File: src/rtl/shift_pkg.sv
// ---------------------------------------------------------------------------
// shift_pkg
// Shared constants and types for the 16-bit shift/rotate controller.
//   WIDTH    : operand/result width
//   SHAMT_W  : shift amount width
//   cmd_t    : command record latched into the operand stage
//   occ_t    : result FIFO occupancy state
// ---------------------------------------------------------------------------
package shift_pkg;

    localparam int WIDTH   = 16;
    localparam int SHAMT_W = 4;

    typedef struct packed {
        logic [WIDTH-1:0]   data;
        logic [SHAMT_W-1:0] shift;
        logic               dir;   // 0 = left, 1 = right
        logic               rot;   // 0 = logical shift, 1 = rotate
    } cmd_t;

    typedef enum logic [1:0] {
        OCC_EMPTY   = 2'd0,
        OCC_PARTIAL = 2'd1,
        OCC_FULL    = 2'd2
    } occ_t;

endpackage

File: src/rtl/shift_ctrl_16b_shifter.sv
// ---------------------------------------------------------------------------
// shifter_16b_top
// Purely combinational 16-bit shifter/rotator.
//   x     : operand
//   shift : amount 0..15 (0 passes x unchanged in every mode)
//   dir   : 0 = left, 1 = right
//   rot   : 0 = logical (zero fill), 1 = rotate
//   out   : result
// ---------------------------------------------------------------------------
module shifter_16b_top
    import shift_pkg::*;
(
    output logic [WIDTH-1:0]   out,
    input  logic [WIDTH-1:0]   x,
    input  logic [SHAMT_W-1:0] shift,
    input  logic               dir,
    input  logic               rot
);

    // Rotates are taken from a doubled operand so n = 0 needs no special case.
    logic [2*WIDTH-1:0] dbl;
    logic [2*WIDTH-1:0] dbl_l;
    logic [2*WIDTH-1:0] dbl_r;

    always_comb begin
        dbl   = {x, x};
        dbl_l = dbl << shift;
        dbl_r = dbl >> shift;
        out   = '0;
        case ({rot, dir})
            2'b00:   out = x << shift;
            2'b01:   out = x >> shift;
            2'b10:   out = dbl_l[2*WIDTH-1:WIDTH];
            default: out = dbl_r[WIDTH-1:0];
        endcase
    end

endmodule

File: src/rtl/shift_ctrl_16b.sv
// ---------------------------------------------------------------------------
// shift_ctrl_16b
// Command -> operand stage -> shifter -> result FIFO (DEPTH entries).
// Acceptance latches the command; the next edge writes the shifted result
// into the FIFO, so out_valid follows acceptance by two edges when empty.
//
// Occupancy FSM:
//   state   | meaning
//   EMPTY   | no results held, out_valid = 0
//   PARTIAL | 0 < count < DEPTH
//   FULL    | count = DEPTH
//
// Ports:
//   clk, rst              : clock, async active-high reset
//   in_valid/in_ready     : command handshake
//   in_data/in_shift/in_dir/in_rot : command fields
//   out_valid/out_ready   : result handshake
//   out_data              : result at FIFO head (0 when empty)
//   op_count              : results delivered since reset, wraps at 16 bits
// ---------------------------------------------------------------------------
module shift_ctrl_16b
    import shift_pkg::*;
#(
    parameter int DEPTH = 2
)(
    input  logic               clk,
    input  logic               rst,
    input  logic               in_valid,
    output logic               in_ready,
    input  logic [WIDTH-1:0]   in_data,
    input  logic [SHAMT_W-1:0] in_shift,
    input  logic               in_dir,
    input  logic               in_rot,
    output logic               out_valid,
    input  logic               out_ready,
    output logic [WIDTH-1:0]   out_data,
    output logic [15:0]        op_count
);

    localparam int PTR_W = (DEPTH > 1) ? $clog2(DEPTH) : 1;
    localparam int CNT_W = $clog2(DEPTH + 1);
    localparam logic [PTR_W-1:0] PTR_LAST = PTR_W'(DEPTH - 1);
    localparam logic [CNT_W-1:0] CNT_ONE  = CNT_W'(1);
    localparam logic [CNT_W-1:0] CNT_MAX  = CNT_W'(DEPTH);
    localparam logic [CNT_W:0]   DEPTH_C  = (CNT_W + 1)'(DEPTH);

    cmd_t             stage_q;
    logic             stage_valid;
    logic             rdy_en;
    logic [WIDTH-1:0] shift_res;
    logic [WIDTH-1:0] mem [DEPTH];
    logic [PTR_W-1:0] wr_ptr;
    logic [PTR_W-1:0] rd_ptr;
    logic [CNT_W-1:0] fifo_count;
    logic [CNT_W-1:0] count_d;
    occ_t             state_q;
    occ_t             state_d;
    logic [15:0]      op_cnt_q;
    logic             accept;
    logic             push;
    logic             pop;

    // rdy_en holds in_ready low through reset and the first edge after it.
    assign in_ready  = rdy_en && (({1'b0, fifo_count} + {{CNT_W{1'b0}}, stage_valid}) < DEPTH_C);
    assign accept    = in_valid && in_ready;
    assign out_valid = (state_q != OCC_EMPTY);
    assign out_data  = out_valid ? mem[rd_ptr] : '0;
    assign push      = stage_valid;
    assign pop       = out_valid && out_ready;
    assign op_count  = op_cnt_q;

    shifter_16b_top u_shifter (
        .out   (shift_res),
        .x     (stage_q.data),
        .shift (stage_q.shift),
        .dir   (stage_q.dir),
        .rot   (stage_q.rot)
    );

    always_ff @(posedge clk or posedge rst) begin
        if (rst) begin
            rdy_en      <= 1'b0;
            stage_valid <= 1'b0;
            stage_q     <= '0;
            wr_ptr      <= '0;
            rd_ptr      <= '0;
            fifo_count  <= '0;
            state_q     <= OCC_EMPTY;
            op_cnt_q    <= '0;
        end else begin
            rdy_en      <= 1'b1;
            // The stage always drains into the FIFO the following edge.
            stage_valid <= accept;
            if (accept) begin
                stage_q <= '{data: in_data, shift: in_shift, dir: in_dir, rot: in_rot};
            end
            if (push) begin
                wr_ptr <= (wr_ptr == PTR_LAST) ? '0 : wr_ptr + 1'b1;
            end
            if (pop) begin
                rd_ptr   <= (rd_ptr == PTR_LAST) ? '0 : rd_ptr + 1'b1;
                op_cnt_q <= op_cnt_q + 16'd1;
            end
            fifo_count <= count_d;
            state_q    <= state_d;
        end
    end

    // Storage needs no reset; out_data is masked while the FIFO is empty.
    always_ff @(posedge clk) begin
        if (push) begin
            mem[wr_ptr] <= shift_res;
        end
    end

    always_comb begin
        count_d = fifo_count;
        state_d = state_q;
        case ({push, pop})
            2'b10:   count_d = fifo_count + CNT_ONE;
            2'b01:   count_d = fifo_count - CNT_ONE;
            default: count_d = fifo_count;
        endcase
        case (state_q)
            OCC_EMPTY: begin
                if (push) begin
                    state_d = OCC_PARTIAL;
                end
            end
            OCC_PARTIAL: begin
                if (push && !pop && (fifo_count + CNT_ONE == CNT_MAX)) begin
                    state_d = OCC_FULL;
                end else if (pop && !push && (fifo_count == CNT_ONE)) begin
                    state_d = OCC_EMPTY;
                end
            end
            OCC_FULL: begin
                if (pop && !push) begin
                    state_d = OCC_PARTIAL;
                end
            end
            default: state_d = OCC_EMPTY;
        endcase
    end

endmodule
File: config.mk
export PLATFORM = sky130hd
export DESIGN_NAME = shift_ctrl_16b
export DESIGN_NICKNAME = d
export VERILOG_FILES = /design/src/rtl/shift_pkg.sv /design/src/rtl/shift_ctrl_16b_shifter.sv /design/src/rtl/shift_ctrl_16b.sv
export SDC_FILE = /design/constraint.sdc
export NUM_CORES = 1
export LEC_CHECK = 0
export CORE_MARGIN = 8
export CORE_UTILIZATION = 61
export DETAILED_ROUTE_END_ITERATION = 10
export PLACE_DENSITY = 0.86
export SLEW_MARGIN = 20
export SYNTH_ARGS = -nofsm -noshare
export SYNTH_HDL_FRONTEND = slang
export SYNTH_SLANG_ARGS = --single-unit
export TNS_END_PERCENT = 30
File: constraint.sdc
create_clock -name clk -period 4.2 [get_ports clk]
set_input_delay 0.84 -clock clk [delete_from_list [all_inputs] [get_ports clk]]
set_output_delay 0.84 -clock clk [all_outputs]
set_load 0.02 [all_outputs]
; ---- Yosys cells after proc, flatten, opt, wreduce, memory -nomap -nowiden
; Memories as Yosys holds them, arrays and structs flattened.
; Index checks and enable logic that the tools add are counted.
; Widths: inputs -> output; s select.
[word_totals]
ff_bits = 46
ram_bits = 32
mem_count = 1
output_inout_bits = 34
[op_classes]
reduce_logical = 14
add_sub_neg = 6
n_eq_ne = 11
order_cmp = 1
shift = 4
muxes = 12
[mem_list]
columns = name, depth, word_bits, rd, rd_clocked_by_memory_dff, wr, line_no
row1 = mem, 2, 16, 1, 0, 1, shift_ctrl_16b.sv:51  ; logic [WIDTH-1:0] mem [DEPTH];
[op_table]
columns = operator, count
row1 = $pmux 16 s3, 1
row2 = $shl 32x4->32, 1
row3 = $shr 32x4->16, 1
row4 = $add 16x1->16 const B, 1
row5 = $mux 16, 1
row6 = $shl 16x4->16, 1
row7 = $shr 16x4->16, 1
row8 = $eq 2x1->1 const B, 4
row9 = $eq 2x2->1 const B, 4
row10 = $mux 2, 4
row11 = $logic_and 1x1->1, 7
row12 = $pmux 2 s3, 1
row13 = $logic_not 2->1, 2
row14 = $mux 1, 4
row15 = $ne 2x2->1 const B, 2
row16 = $pmux 2 s2, 1
row17 = $reduce_bool 2->1, 2
row18 = $add 2x1->3, 1
row19 = $lt 3x2->1 const B, 1
row20 = $ne 3x3->1 const B, 1
row21 = $reduce_and 3->1, 1
row22 = $add 1x1->1 const B, 2
row23 = $add 2x1->2 const B, 1
row24 = $logic_not 1->1, 2
row25 = $sub 2x1->2 const B, 1

; ---- Logic depth before layout (Yosys ltp)
[logic_depth]
word_depth = 7
mapped_depth = 8

; ---- Hierarchy
; Synthesis repeated with hierarchy kept, for this count alone.
[unflattened]
hier_cells = 476
area_unflattened_um2 = 5122.4
[by_module_without_submodules]
columns = module, instances, area_each_um2, seq_area_each_um2, cells_each
row1 = shift_ctrl_16b, 1, 3199.3, 2112.0, 211
row2 = shifter_16b_top, 1, 1923.1, 0.0, 265

; ---- Worst setup path before layout
; No wires, ideal clock.
[synth_path]
path_type = register to output
startpoint = reg rd_ptr
endpoint = out out_data[10]
stages_incl_launch_ff = 5
t_arrival_ps = 1372
setup_slack_ps = 1988
required_ps = 3360
path_cell_list = dfrtp_1 -> clkbuf_1 -> buf_2 -> mux2i_1 -> nor2_1
[synth_between]
elab_chain_len = 2
[synth_rtl]
columns = item, line_no
row1 = start: declaration, shift_ctrl_16b.sv:53  ; logic [PTR_W-1:0] rd_ptr;
row2 = start signal: assignment, shift_ctrl_16b.sv:101  ; rd_ptr <= (rd_ptr == PTR_LAST) ? '0 : rd_ptr + 1'b1;
row3 = $mem_v2 2x16, --
row4 = $mux 16, shift_ctrl_16b.sv:67  ; assign out_data = out_valid ? mem[rd_ptr] : '0;
row5 = end: declaration, shift_ctrl_16b.sv:36  ; output logic [WIDTH-1:0] out_data,
; No other way between the ends.

; ---- Worst setup path after layout
[layout_path]
startpoint = reg state_q[1]
endpoint = out out_data[14]
[layout_between]
elab_chain_len = 2
[layout_rtl]
columns = item, line_no
row1 = start: declaration, shift_ctrl_16b.sv:56  ; occ_t state_q;
row2 = start signal: assignment, shift_ctrl_16b.sv:105  ; state_q <= state_d;
row3 = $reduce_bool 2->1, shift_ctrl_16b.sv:66  ; assign out_valid = (state_q != OCC_EMPTY);
row4 = $mux 16, shift_ctrl_16b.sv:67
; No other way between the ends.

==> metrics.cfg <==
[route]
number_of_vias_per_cell = 6.59
postRouteWirelength_um = 13200
detailedRoute.firstPassIterationCount = 5
initialDrtViolationCount = 451
antenna_left = 0
wire_per_inst_um = 20.8
vias = 4182
drc = 0

[synth]
syn_area_per_cell_um2 = 10.4
synth-seq-cells = 78
ys_seq_area_frac = 0.417
ys_dominant_reg_cell = dfrtp_1
cell_area_after_technology_mapping_um2 = 5060
synth_edf_count = 32
synthDistinctLibCells = 71
postSynthNetCount = 516
netlist_instances = 486
yosys_synthesis_warning_count = 0
synth_async_sr_flop_share = 0.590

[place]
dp_cells = 619
place_ws_ns = 1.33
place.gp.congestion = 1.01
post-dp-hpwl_um = 9660
port-buffer-count = 59

[power]
irDropWorstVdd_mv = 0.649
fin_total_pwr_mw = 5.23
static-leakage-power_nw = 2.26
p_per_area_nw_per_um2 = 898

[sta]
finalHoldViolations = 0
fin_crit_sh = 0.757
timing.final.max_slew_violations = 0
layout_min_cycle_time_ns = 3.18
tns_ns = 0
timing.slew.headroom = 0.314
clock-skew-final_ns = 0.0152
max_freq_ghz = 0.315
timing.final.setup_violations = 0
timing_worst_slew_pin_value_ns = 1.03
setup_repair_after_global_routing_missed_its_margin = no
final.setup.worst_slack_ns = 1.02

[grt]
grt_pass1_wl_um = 21500
grt_antenna_before_repair = 0
global_route.overflow_total = 0
grt_start_max_net_pins = 47
grt_use_total = 0.235
vias_in_the_first_global_route = 4005

[floorplan]
dieWidth_um = 107
initial_utilization = 0.623
die-height_um = 107
coreArea_um2 = 8130
die-area_um2 = 11500
num_rows = 33
number_of_i_o_pins = 60

[setup_path]
critPathBufInv = 1
path_max_fanout = 17
r2r_end = mem[0][1]
source_of_the_worst_register_to_register_timing_path = stage_q[3]
category_of_the_critical_setup_timing_path = flop to primary output
ff2ff_setup_slack_ns = 1.23
worst_setup_path_start_kind = flop
timing.critical_path.arrival_ns = 2.34
worst_path_max_delay_cell = nor2_1
critical_path.max_stage_delay_ns = 0.81
crit_path_cell_trace = nor2_1 -> nor2_1 -> clkdlybuf4s50_1
required_worst_endpoint_ns = 3.36
ff2ff_path_depth = 5
critical-path-top-delay-family = simple AND/OR/NAND/NOR gates
type_of_destination_of_the_critical_path = primary output
cell_repeated_most_along_the_worst_path = nor2_1

[worst_hold_path]
min_delay_worst_endpoint = wr_ptr
min_path_type = flop to flop
cells_on_worst_hold_path = 1
holdCritStartpoint = wr_ptr

[final_layout]
final_common_cell = clkdlybuf4s50_1
syn2layout_area_growth_pct = 15.0
antenna_cells = 0
layoutNonFillerInstCount = 635
layout-drive-gt1-share = 0.142
mostFrequentLayoutCells = 59 x clkdlybuf4s50_1, 45 x dfrtp_1, 44 x nor2_1, 44 x mux2i_1, 38 x nand2_1
nets = 555

[clock_tree]
ctsHoldBuffers = 0
clk_transition_reported_paths_ns = 0.08
htree_levels = 3
ctsLongestPathBuffers = 2
cts.sinks = 78
clk-insertion-delay-late_ns = 0.36
postCtsResizedCells = 0
cts_tree = done
cts_inserted_buffers = 9
cts.repair_timing.setup_buffer_count = 0
cts_root_buffer = clkbuf_8

[job]
cap_viol_max_count = 0

[status]
run_status = complete, no violations

## synth_stat cells (all sizes together), types with 4 or more instances
cell	instances	area [um2]
a211oi	5	42.5
and2	5	31.3
a21oi	20	100
mux2	37	417
o211ai	4	30.0
dfrtp	46	1150
a32oi	5	43.8
edfxtp	32	961
a31oi	4	25.0
nor2b	4	25.0
xnor2	14	123
mux2i	44	440
mux4	7	165
and3	7	48.8
xor2	5	43.8
nand2b	6	37.5
nand3	10	50.1
ha	4	50.1
nor2	45	171
nand2	39	149
buf	23	170
o22ai	22	138
clkbuf	14	53.8
o21ai	14	73.8
a221oi	5	50.0
nor3	5	25.0
inv	12	45.0
## state kept, by name (all words and copies together), names as in the netlist
register	flops
mem	32
stage_q	22
op_count	16
fifo_count	2
state_q	2
push	1
rd_ptr	1
rdy_en	1
wr_ptr	1
## power by group
part	internal, mW	switching, mW	leakage, nW	total (mW)
Sequential	1.14	0.552	0.862	1.69
Clock	0.338	0.296	0.108	0.634
Combinational	1.33	1.58	1.29	2.91
## cells by family after synthesis
| family | after synthesis | synth area share |
|---|---|---|
| AND/OR/NAND/NOR | 135 | 0.127 |
| AO/OA/AOI/OAI | 111 | 0.157 |
| multiplexers | 88 | 0.202 |
| flip-flops | 78 | 0.417 |
| buffers and inverters | 50 | 0.0539 |
| XOR/XNOR | 19 | 0.0329 |
| adder cells (fa/ha/maj) | 4 | 0.00988 |
| other | 1 | 0.000741 |
## metrics by stage
step           cell area [um2]  utilization  hold WS [ns]
3_3_place_gp              5610        0.689         0.461
2_1_floorplan             5060            -         0.450
6_report                  5820        0.716         0.486
5_1_grt                   5820        0.716         0.506
3_5_place_dp              5610        0.689         0.474
4_1_cts                   5820        0.716         0.485
## area by class of cell
class,instances,area [um2]
inverters,13,50.0
multi-input cells,358,2680
fillers,612,2310
well taps,105,131
clock buffers,11,131
clock inverters,5,82.6
flip-flops and latches,78,2110
repair buffers,65,636
## metal layers
layer / vias to the layer above / track usage / wire, um
li1: 1903 / - / -
met1: 2021 / 0.298 / 5460
met2: 216 / 0.374 / 6320
met3: 42 / 0.0636 / 1050
met4: 0 / 0.0925 / 390
met5: - / 0 / 0
## how the worst max path moves through the flow
stage / from / endpoint / slack [ns] / cells after the start
final: state_q[1] / out_data[14] / 1.02 / 3
after detailed placement: stage_q[3] / mem[0][1] / 1.33 / 5
after global routing: state_q[1] / out_data[8] / 0.82 / 3
after floorplan: rd_ptr / out_data[10] / 1.99 / 4
after CTS: state_q[1] / out_data[14] / 0.99 / 3
after global placement: state_q[1] / out_data[14] / 1.40 / 3
Note: power is estimated with default switching activity, not from simulation.
